===== config.mk =====
export PLATFORM = sky130hd
export DESIGN_NAME = mem_responder
export DESIGN_NICKNAME = d
export VERILOG_FILES = /design/src/rtl/mem_responder.sv
export SDC_FILE = /design/constraint.sdc
export NUM_CORES = 2
export LEC_CHECK = 0
export ABC_AREA = 1
export CORE_MARGIN = 3
export CORE_UTILIZATION = 45
export CTS_BUF_LIST = sky130_fd_sc_hd__clkbuf_16
export DETAILED_ROUTE_END_ITERATION = 10
export PLACE_DENSITY = 0.69
export RECOVER_POWER = 50
export SETUP_SLACK_MARGIN = 0.05
export SYNTH_ARGS = -nofsm -noshare
export SYNTH_HDL_FRONTEND = slang
export SYNTH_SLANG_ARGS = --single-unit

===== constraint.sdc =====
create_clock -name clk -period 2.2 [get_ports clk]
set_input_delay 0.22 -clock clk [delete_from_list [all_inputs] [get_ports clk]]
set_output_delay 0.22 -clock clk [all_outputs]
set_load 0.005 [all_outputs]

===== src/rtl/mem_responder.sv =====
// mem_responder: single-outstanding memory responder with fixed latency.
// A request accepted in IDLE is captured and counted down in WAIT. On the
// commit edge a store writes the word array or a load reads it. The response
// is then held in RESP until the initiator takes it.
// Ports:
//   clk        - clock; all state updates on the rising edge
//   rst        - asynchronous, active-low reset
//   req_valid  - request present        req_ready - responder can accept
//   req_write  - 1 = store, 0 = load    req_addr  - byte address
//   req_wdata  - store data
//   rsp_valid  - response present       rsp_ready - initiator takes response
//   rsp_rdata  - load data (0 for stores/errors)
//   rsp_err    - misaligned or out-of-range request
module mem_responder #(
  parameter int unsigned DEPTH_LOG2 = 6,
  parameter int unsigned LATENCY    = 2
) (
  input  logic        clk,
  input  logic        rst,
  input  logic        req_valid,
  output logic        req_ready,
  input  logic        req_write,
  input  logic [31:0] req_addr,
  input  logic [31:0] req_wdata,
  output logic        rsp_valid,
  input  logic        rsp_ready,
  output logic [31:0] rsp_rdata,
  output logic        rsp_err
);

  localparam int unsigned WORDS    = 1 << DEPTH_LOG2;
  localparam logic [3:0]  CNT_INIT = 4'(LATENCY - 1);

  typedef enum logic [1:0] {IDLE, WAIT, RESP} state_t;

  state_t                  state, state_nx;
  logic [3:0]              cnt;
  logic                    cap_write;
  logic [31:0]             cap_addr;
  logic [31:0]             cap_wdata;
  logic [31:0]             mem [WORDS];
  logic                    accept;
  logic                    commit;
  logic                    addr_err;
  logic [DEPTH_LOG2-1:0]   index;

  // Error covers misalignment and any address bit above the word array.
  assign addr_err = (cap_addr[1:0] != 2'b00) ||
                    ((cap_addr >> (DEPTH_LOG2 + 2)) != 32'd0);
  assign index    = cap_addr[DEPTH_LOG2+1:2];

  always_ff @(posedge clk or negedge rst) begin
    if (!rst) state <= IDLE;
    else      state <= state_nx;
  end

  always_comb begin
    state_nx  = state;
    req_ready = 1'b0;
    rsp_valid = 1'b0;
    accept    = 1'b0;
    commit    = 1'b0;
    case (state)
      IDLE: begin
        req_ready = 1'b1;
        if (req_valid) begin
          accept   = 1'b1;
          state_nx = WAIT;
        end
      end
      WAIT: begin
        if (cnt == 4'd0) begin
          commit   = 1'b1;
          state_nx = RESP;
        end
      end
      RESP: begin
        rsp_valid = 1'b1;
        if (rsp_ready) state_nx = IDLE;
      end
      default: state_nx = IDLE;
    endcase
  end

  always_ff @(posedge clk or negedge rst) begin
    if (!rst) begin
      cnt       <= '0;
      cap_write <= 1'b0;
      cap_addr  <= '0;
      cap_wdata <= '0;
      rsp_rdata <= '0;
      rsp_err   <= 1'b0;
    end else begin
      if (accept) begin
        cap_write <= req_write;
        cap_addr  <= req_addr;
        cap_wdata <= req_wdata;
        cnt       <= CNT_INIT;
      end else if (state == WAIT && cnt != 4'd0) begin
        cnt <= cnt - 4'd1;
      end
      if (commit) begin
        rsp_rdata <= (!addr_err && !cap_write) ? mem[index] : '0;
        rsp_err   <= addr_err;
      end
    end
  end

  always_ff @(posedge clk or negedge rst) begin
    if (!rst) begin
      for (int unsigned i = 0; i < WORDS; i++) mem[i] <= '0;
    end else if (commit && cap_write && !addr_err) begin
      mem[index] <= cap_wdata;
    end
  end

endmodule


==> metrics.md <==
| Metric | Value |
|---|---|
| Std cell rows | about 170 |
| Mapped cell area | around 100,000 um^2 |
| Cells on worst reg2reg path | 11 |
| Root buffer selected by CTS | clkbuf_16 |
| Synth cell types | 39 |
| Post-detailed-route via-to-cell ratio | about 5.5 |
| Comb pwr share | between 40 and 50% |
| Insertion delay of the later-clocked pin in the worst-skew pair | around 0.90 ns |
| Switch share | ~41% |
| Setup WS post-layout | -0.172 ns |
| Final total negative setup slack | -51.91 ns |
| Final critical-path required period | 2.37 ns |
| FMAX | between 0.4 and 0.5 GHz |
| Proportion of synthesized flip-flops having asynchronous set or reset | 100% |
| FF-to-FF Start | cap_addr[2]$_DFFE_PN0P_ |
| Global-route wire length before repair | around 520,000 um |
| Synth Register Bits | 2,152 |
| Total wire length | around 350,000 um |
| Die Outline Area | 228,000 um^2 |
| R2r setup slk | -0.17 ns |
| TritonCTS Buffers | around 220 |
| Area delta synth->final | 21.7% |
| Source of the worst hold timing path | req_wdata[24] |
| Initial DRC count | ~11,000 |
| Leak pwr | around 57 nW |
| Global-route total usage across every layer | between 20% and 30% |
| Gpl congestion | 0.886 |
| Total number of yosys warnings | 0 |
| Worst slack at placement | -0.219 ns |
| Total half-perimeter wirelength after legalization and detailed placement | around 200,000 um |
| Kind of critical path | flip-flop to flip-flop |
| Maximum buffer depth of the clock tree | 3 |
| Clock tree from TritonCTS | done |
| Slowest CP cell | dfrtp_4 |
| Maximum cell stage delay along the critical path | approximately 0.55 ns |
| DRT Pass-1 Iters | 7 |
| Final setup skew | roughly 0.05 ns |
| Pin count of the biggest net entering global routing | 127 |
| Part of the Yosys area used for sequential elements | a little over half |
| Peak supply drop | roughly 0.0009 V |
| Per-cell routed wire length | approximately 21 um |
| Number of remaining DRC errors | 0 |
| Total congestion overflow after global routing | 0 |
| Headroom to the max-slew limit | -13.2% |
| Portion of total power attributed to sequential cells | between 30% and 40% |
| Antenna violations before repair | 3 |
| Unrepaired setup endpoints after global routing | true |
| Startpoint Class | flip-flop |
| Worst setup path startpoint | cap_addr[2]$_DFFE_PN0P_ |
| Post-synthesis instance total | about 13,000 |
| Hold crit path type | input pin to flip-flop |
| Data required time of the critical path | slightly below 3 ns |
| End point of the worst hold path | cap_wdata[24]$_DFFE_PN0P_ |
| Power per Cell Area | ~1100 nW/um^2 |
| Number of nets produced by synthesis | 13,000 |
| Max-cap violations | 6 |
| Clock edge transition at the registers on the reported setup and hold paths | roughly 0.060 ns |
| Initial Util | approximately 45% |
| Hold path depth | 3 |
| Sw power | around 0.056 W |
| Most common flop cell mapped by yosys | dfrtp_1 |
| Vertical die dimension | approximately 480 um |
| Total number of H-tree levels | 4 |
| Final Max Tran Viols | roughly 280 |
| Number of buffers added on ports | 103 |
| Layout Utilization | between 50 and 60% |
| Clock Sinks | around 2,200 |
| Crit-path most repeated cell | buf_12 |
| Violated checks | max-capacitance violations, max-slew violations, negative setup slack |
| WP data arrival | 3.11 ns |
| Via count of the first global-routing pass | 84,100 |
| Max FO, Critical Path | 10 |
| R2r endpoint | mem[1393]$_DFFE_PN0P_ |
| Final Hold Viols | 0 |
| Result of the run | finished with violations |
| Most common cell after layout, fill and taps aside | nand2_1 |
| Power share of the clock group | approximately a quarter |
| Transition time at the pin with the least slew margin | between 1.5 and 2 ns |
| Detail Route Antenna Nets | 0 |
| Total number of nets in the final design | roughly 13,000 |
| Share of cells above drive strength 1 | roughly an eighth |
| Final count of negative-setup-slack endpoints | around 1,200 |
| Count of flip-flops with a built-in enable after synthesis | 0 |
| Int Pwr | 0.0790 W |
| Cell area reported after detailed placement | ~110,000 um^2 |
| Placeable core region | 220,000 um^2 |
| Via total after detailed routing | ~90,000 |
| Count of pins on the block boundary | 104 |
| Share of the clock period used by the worst path after layout | 108% |
| Syn_area_per_cell | 7.73 um^2 |
| Most frequent cells in the layout | nand2_1 (5,229), dfrtp_1 (2,139), o21ai_0 (1,570) |
| Die boundary width | 478 um |
| Type of element capturing the critical path | flip-flop |
| Area of all placed cells without fillers | ~120,000 um^2 |
| Cells along the critical path | buf_6, buf_12, buf_16, buf_12, nor2_4, buf_12, nand4_4, buf_12, clkbuf_16, nand2_1, o21ai_0 |
-- repair_timing --
action                                 in CTS  in global routing
buffers inserted                           72                 41
endpoints found under the hold margin    2210                  0
resized for setup                         260                428
cloned                                     37                 53
setup endpoints to repair                1205               2080
hold buffers                               60                  0
pin swaps                                  32                 35
-- cell families after synthesis --
logic type	after synthesis	synth area share, %
flops	2152	53.8
simple gates	6643	27.1
buf+inv	1793	7.15
compound gates	2350	11.9
fa+ha+maj	1	0.0125
-- layout make-up --
type                            count  area [um^2]
Fill cell                       19600        98600
Sequential cell                  2152        53900
Multi-Input combinational cell   8994        40500
Timing Repair Buffer             1023        14000
Clock buffer                      219         5480
Tap cell                         2958         3700
Inverter                          764         2920
Clock inverter                    178         1330
Antenna cell                        4         10.0
Timing Repair inverter              1         8.76
-- how the worst max path moves through the flow --
| stage | endpoint | depth (start not counted) |
|---|---|---|
| finish | mem[1393]$_DFFE_PN0P_ | 11 |
| global route | mem[1460]$_DFFE_PN0P_ | 15 |
| CTS | rsp_rdata[4]$_DFFE_PN0N_ | 14 |
| detailed placement | rsp_rdata[18]$_DFFE_PN0N_ | 12 |
| global placement | rsp_rdata[18]$_DFFE_PN0N_ | 12 |
| floorplan | mem[1539]$_DFFE_PN0P_ | 11 |
-- Yosys cell counts, types with 14 or more instances --
cell type  count  area [um^2]
a21oi_1       59          295
buf_1         58          218
buf_2        177          886
buf_6         21          236
clkbuf_1     761         2860
dfrtp_1     2152        53900
inv_1        750         2820
nand2_1     5372        20200
nand3_1      553         2770
nand3_2       14          140
nand3b_1      20          150
nand4_1      124          776
nand4_4       44          936
nor2_1       475         1780
o21ai_0     1716         8590
o21ai_1      508         2540
o21bai_1      54          405
-- metal layers --
metal | vias to the layer above | track usage (%) | wire length [um]
li1 | 41400 | - | -
met1 | 43200 | 39.7 | 138000
met2 | 4431 | 45.1 | 156000
met3 | 1015 | 5.69 | 34600
met4 | 2 | 12.6 | 21700
met5 | - | 0 | 7
-- state kept, by name, indices dropped and copies added, names as in the netlist --
register,count
cap_addr,32
cap_wdata,32
mem,2048
cap_write,1
rsp_rdata,32
cnt,4
rsp_err,1
state,2
-- critical path: cells and delay by family (launching register included) --
kind	cells	cell delay, ns
flops	1	0.55
buf+inv	7	1.18
simple gates	3	0.37
compound gates	1	0.07
-- power groups by stage --
stage,Sequential [W],Clock (W),Combinational [W]
6_report,0.0407,0.0359,0.0580
5_1_grt,0.0407,0.0380,0.0619
4_1_cts,0.0406,0.0363,0.0556
3_5_place_dp,0.0414,0,0.0525
3_3_place_gp,0.0414,0,0.0525
2_1_floorplan,0.0412,0,0.0280
-- stage by stage --
stage	hold slack (ns)	cells	power [W]
2_1_floorplan	-0.0756	12900	0.0692
3_3_place_gp	0.152	15600	0.0939
3_5_place_dp	0.150	15600	0.0939
4_1_cts	0.0365	16200	0.133
5_1_grt	0.0466	16300	0.141
6_report	0.0812	16300	0.135
Note: power is estimated with default switching activity, not from simulation.
